File: config.mk
export PLATFORM = sky130hd
export DESIGN_NAME = led_cube_frame_sequencer
export DESIGN_NICKNAME = d
export VERILOG_FILES = /design/src/rtl/led_cube_pkg.sv /design/src/rtl/led_cube_dwell_timer.sv /design/src/rtl/led_cube_frame_sequencer.sv
export SDC_FILE = /design/constraint.sdc
export NUM_CORES = 1
export LEC_CHECK = 0
export CORE_MARGIN = 5
export CORE_UTILIZATION = 54
export DETAILED_ROUTE_END_ITERATION = 10
export PLACE_DENSITY = 0.85
export SYNTH_ARGS = -nofsm -noshare
export SYNTH_HDL_FRONTEND = slang
export SYNTH_SLANG_ARGS = --single-unit
File: constraint.sdc
create_clock -name CLOCK_50 -period 3.15 [get_ports CLOCK_50]
set_input_delay 0.4725 -clock CLOCK_50 [delete_from_list [all_inputs] [get_ports CLOCK_50]]
set_output_delay 0.4725 -clock CLOCK_50 [all_outputs]
set_load 0.01 [all_outputs]
File: src/rtl/led_cube_pkg.sv
// Shared types and sizing helpers for the LED cube frame sequencer.
package led_cube_pkg;

  typedef enum logic [2:0] {
    IDLE  = 3'd0,
    FETCH = 3'd1,
    LOAD  = 3'd2,
    SHOW  = 3'd3,
    BLANK = 3'd4
  } seq_state_t;

  localparam int DEFAULT_N = 4;

  typedef logic [DEFAULT_N*DEFAULT_N-1:0] cube_layer_t;

  // Bits needed to hold values 0..count-1, never less than one bit.
  function automatic int cnt_width(input int count);
    if (count <= 1) begin
      return 1;
    end else begin
      return $clog2(count);
    end
  endfunction

endpackage

File: src/rtl/led_cube_dwell_timer.sv
// Loadable down-counter that times the SHOW and BLANK dwell periods.
module led_cube_dwell_timer #(
  parameter int W = 4
) (
  input  logic         clk,
  input  logic         rst,
  input  logic         load,
  input  logic [W-1:0] load_value,
  output logic         expired
);

  logic [W-1:0] count;

  // Counts down to zero and holds; a load restarts the dwell.
  always_ff @(posedge clk) begin
    if (rst) begin
      count <= '0;
    end else if (load) begin
      count <= load_value;
    end else if (count != '0) begin
      count <= count - W'(1);
    end else begin
      count <= count;
    end
  end

  assign expired = (count == '0);

endmodule

File: src/rtl/led_cube_frame_sequencer.sv
// Multi-frame LED cube scanner: fetches each layer from frame memory,
// shows it for a dwell, blanks, and steps through layers, scans and frames.
module led_cube_frame_sequencer
  import led_cube_pkg::*;
#(
  parameter int N            = 4,
  parameter int NUM_FRAMES   = 8,
  parameter int LAYER_TICKS  = 1000,
  parameter int BLANK_TICKS  = 10,
  parameter int FRAME_REPEAT = 50
) (
  input  logic                                  CLOCK_50,
  input  logic                                  rst,
  input  logic                                  start,
  input  logic                                  stop,
  input  logic                                  loop,
  output logic                                  rd_en,
  output logic [cnt_width(NUM_FRAMES*N)-1:0]    rd_addr,
  input  logic [N*N-1:0]                        rd_data,
  output logic [N-1:0]                          layer_sel,
  output logic [N*N-1:0]                        col_data,
  output logic [cnt_width(NUM_FRAMES)-1:0]      frame_idx,
  output logic                                  busy,
  output logic                                  done
);

  localparam int AW   = cnt_width(NUM_FRAMES*N);
  localparam int FW   = cnt_width(NUM_FRAMES);
  localparam int LW   = cnt_width(N);
  localparam int SW   = cnt_width(FRAME_REPEAT);
  localparam int TMAX = (LAYER_TICKS > BLANK_TICKS) ? LAYER_TICKS : BLANK_TICKS;
  localparam int TW   = cnt_width(TMAX);
  localparam logic [TW-1:0] SHOW_LOAD  = TW'(LAYER_TICKS - 1);
  localparam logic [TW-1:0] BLANK_LOAD = TW'((BLANK_TICKS > 0) ? BLANK_TICKS - 1 : 0);

  seq_state_t    state;
  logic [LW-1:0] layer;
  logic [SW-1:0] scan;
  logic [LW-1:0] nxt_layer;
  logic [SW-1:0] nxt_scan;
  logic [FW-1:0] nxt_frame;
  logic [AW-1:0] nxt_addr;
  logic          seq_finish;
  logic          step_end;
  logic          timer_load;
  logic [TW-1:0] timer_value;
  logic          timer_expired;

  led_cube_dwell_timer #(.W(TW)) u_dwell (
    .clk        (CLOCK_50),
    .rst        (rst),
    .load       (timer_load),
    .load_value (timer_value),
    .expired    (timer_expired)
  );

  // Next layer/scan/frame position and whether the sequence ends here.
  always_comb begin
    nxt_layer  = layer + LW'(1);
    nxt_scan   = scan;
    nxt_frame  = frame_idx;
    seq_finish = 1'b0;
    if (layer == LW'(N - 1)) begin
      nxt_layer = '0;
      if (scan == SW'(FRAME_REPEAT - 1)) begin
        nxt_scan = '0;
        if (frame_idx == FW'(NUM_FRAMES - 1)) begin
          nxt_frame  = '0;
          seq_finish = !loop;
        end else begin
          nxt_frame = frame_idx + FW'(1);
        end
      end else begin
        nxt_scan = scan + SW'(1);
      end
    end else begin
      nxt_scan = scan;
    end
    nxt_addr = AW'(int'(nxt_frame) * N + int'(nxt_layer));
  end

  // Dwell timer is armed one cycle ahead of each SHOW and BLANK window.
  always_comb begin
    step_end    = 1'b0;
    timer_load  = 1'b0;
    timer_value = SHOW_LOAD;
    if (state == LOAD) begin
      timer_load  = 1'b1;
      timer_value = SHOW_LOAD;
    end else if (state == SHOW && timer_expired) begin
      timer_load  = (BLANK_TICKS != 0);
      timer_value = BLANK_LOAD;
      step_end    = (BLANK_TICKS == 0);
    end else if (state == BLANK && timer_expired) begin
      step_end = 1'b1;
    end else begin
      timer_load = 1'b0;
    end
  end

  // Sequencer state machine with registered outputs.
  always_ff @(posedge CLOCK_50) begin
    if (rst || stop) begin
      state     <= IDLE;
      layer     <= '0;
      scan      <= '0;
      frame_idx <= '0;
      rd_en     <= 1'b0;
      rd_addr   <= '0;
      layer_sel <= '0;
      col_data  <= '0;
      busy      <= 1'b0;
      done      <= 1'b0;
    end else begin
      case (state)
        IDLE: begin
          done <= 1'b0;
          if (start) begin
            state   <= FETCH;
            rd_en   <= 1'b1;
            rd_addr <= '0;
            busy    <= 1'b1;
          end else begin
            state <= IDLE;
          end
        end
        FETCH: begin
          rd_en <= 1'b0;
          state <= LOAD;
        end
        LOAD: begin
          col_data  <= rd_data;
          layer_sel <= N'(1) << layer;
          state     <= SHOW;
        end
        SHOW: begin
          if (timer_expired) begin
            layer_sel <= '0;
            col_data  <= '0;
            state     <= BLANK;
          end else begin
            state <= SHOW;
          end
        end
        BLANK: begin
          state <= BLANK;
        end
        default: begin
          state <= IDLE;
          busy  <= 1'b0;
        end
      endcase
      // End of a layer step overrides the per-state next state above.
      if (step_end) begin
        layer     <= nxt_layer;
        scan      <= nxt_scan;
        frame_idx <= nxt_frame;
        if (seq_finish) begin
          state <= IDLE;
          busy  <= 1'b0;
          done  <= 1'b1;
        end else begin
          state   <= FETCH;
          rd_en   <= 1'b1;
          rd_addr <= nxt_addr;
        end
      end
    end
  end

endmodule
==> run metrics <==
drt drc=0; CTS tree=built; CP Class=flip-flop to flip-flop; hold_buf cts=0; design area=3040 sq um; Setup crit start=state[1]; Synth cell types=50; Logic pwr share=0.318; post-synth top area cell=dfxtp_1; Die W=76.0 microns; Die Span Y=76.0 microns; post-cts resize count=0; Final nets=335; Vias/cell=5.99; DRT iter0 DRCs=100; gr ovfl total=0; die area=5780 sq um; Place WS=0.633 ns; synthesis-to-layout area growth=29.1%; Max Clock Skew=0.00586 ns; htree depth=2; Peak Freq=0.437 GHz; setup ws final=0.864 ns; Num CTS Buffers=5; internal power=1.18 mW; Root Buffer=clkbuf_8; EDFF count, synth=0; TNS Setup=0 ns; Worst-path clk slew=0.09 ns; Fin. Hold Viols=0; hold crit path type=flip-flop to flip-flop; cell area after synthesis=2350 sq um; number of port buffers=51; Placer Congestion=0.861; Syn Area/Cell=9.41 sq um; Synthesized Nets=281; clk buf depth=2; WP data arrival=2.53 ns; pin count of the biggest net entering global routing=22; Synth Instances=250; Global Route Usage Sum=0.195; worst-skew pair later-pin latency=0.30 ns; core area=4290 sq um; share of layout cells above drive strength 1=0.0759; Clk network pwr share=0.244; Layout Cells excl Fill=355; Crit. End Element=flip-flop; Top FF cell, synth=dfxtp_1; Synth top cells by count=52 x dfxtp_1, 30 x a21oi_1, 20 x a22o_1; fin util=0.707; total power=1.78 mW; worst-path fanout max=20; Sw Ratio=0.335; Yosys Warn Count=0; Clock Sinks=52; worst reg-to-reg setup slack=0.86 ns; post-CTS setup buffers=0; initial antenna violation count=0; vias=2125; Seq cells post-synth=52; Diodes inserted=0; Worst Setup Start Kind=flip-flop; WP data required=3.40 ns; hold path depth=1; register area share after synthesis=0.442; worst-margin pin slew=1.24 ns; CP endpoint=col_data[3]; Total Wirelength=5560 microns; Worst VDD drop=0.000440 V; relative slew slack=0.170; placed cells=349; Area contributors post-synth=dfxtp_1 44%, a22o_1 7.4%, a21oi_1 6.4%; final worst path period share=0.726; starting density of the core=0.548; antenna viol nets, final=0; num ports=52; R2R cell count=4; hpwl dp=3870 microns; hold_ws=0.481 ns; Worst R2R End=col_data[3]; leak pwr=1.06 nW; RSZ-0062 raised after global routing=false; # rows=24; number of max-cap violations=0; post-placement cell area=2940 sq um; top cell type's share of synthesized area=0.442; start of the worst register-to-register path=state[1]; Final Setup Violations=0; most numerous cell in the Yosys netlist=dfxtp_1; number of global-route vias before repair=1992; status=complete, no violations; Initial DRT Pass Iterations=5; fin crit period=2.29 ns; Avg WL per Cell=15.7 microns; global-route wire length before repair=9450 microns; fin. max-slew vios=0; PwrDens=585 nW/um^2; Net Switching=0.596 mW; share of synthesized flip-flops with an asynchronous set or reset=0; sequential power share=0.438
[worst max-delay path: stages, from the launching register on]
cell and delay [ns]:
dfxtp_1 0.48, nor2b_1 0.35, nand2b_1 0.17, nor2_1 0.97, a22o_1 0.25
[kinds of logic (layout without fill, tap and decap cells)]
kind of cell / count (synthesis) / count (layout) / synth area share
flip-flops: 52 / 52 / 0.442
AND/OR/NAND/NOR: 77 / 77 / 0.203
AO/OA/AOI/OAI: 86 / 86 / 0.246
buffers and inverters: 19 / 72 / 0.0324
XOR/XNOR: 4 / 4 / 0.0149
adder cells (fa/ha/maj): 10 / 10 / 0.0532
multiplexers: 2 / 2 / 0.00851
[how the worst min path moves through the flow]
stage / startpoint / to
final: col_data[7] / col_data[7]
after global routing: col_data[10] / col_data[10]
after CTS: done / done
after detailed placement: col_data[10] / col_data[10]
after global placement: col_data[10] / col_data[10]
after floorplan: layer[1] / layer[1]
[area by class of cell]
cell class,instances,area [sq um]
Inverter,7,26.3
Fill cell,345,1260
Timing Repair Buffer,59,571
Tap cell,52,65.1
Sequential cell,52,1040
Clock buffer,5,68.8
Clock inverter,1,30.0
Multi-Input combinational cell,179,1240
[routing by layer]
| metal | wire length (microns) | GRT usage | vias up |
|---|---|---|---|
| li1 | - | - | 1037 |
| met1 | 2630 | 0.270 | 988 |
| met2 | 2400 | 0.287 | 91 |
| met3 | 434 | 0.0520 | 9 |
| met4 | 99 | 0.0765 | 0 |
| met5 | 0 | 0 | - |
[power groups by stage]
stage,Sequential [mW],Clock [mW],Combinational (mW)
2_1_floorplan,0.778,0,0.423
3_3_place_gp,0.788,0,0.533
3_5_place_dp,0.790,0,0.553
4_1_cts,0.778,0.446,0.559
5_1_grt,0.787,0.476,0.629
6_report,0.779,0.435,0.565
[cells in the final DEF (no fill, tap or decap), types with 3 or more instances in the layout]
cell,count
a211o_1,3
clkdlybuf4s50_1,51
nor3_1,4
inv_1,7
o211ai_1,4
nor2_1,13
nand2_1,14
nand3_1,14
o21ai_0,11
a22o_1,20
or3_1,4
ha_1,10
a21oi_1,30
a211oi_1,3
xor2_1,3
o31ai_1,5
buf_4,8
nand2b_1,3
dfxtp_1,52
clkbuf_8,5
[state kept, by name, summed over array words and instances, names as in the netlist]
register / count
rd_en: 1
scan: 6
u_dwell.count: 10
rd_addr: 5
busy: 1
col_data: 16
layer: 2
done: 1
layer_sel: 4
state: 3
frame_idx: 3
Note: power is estimated with default switching activity, not from simulation.
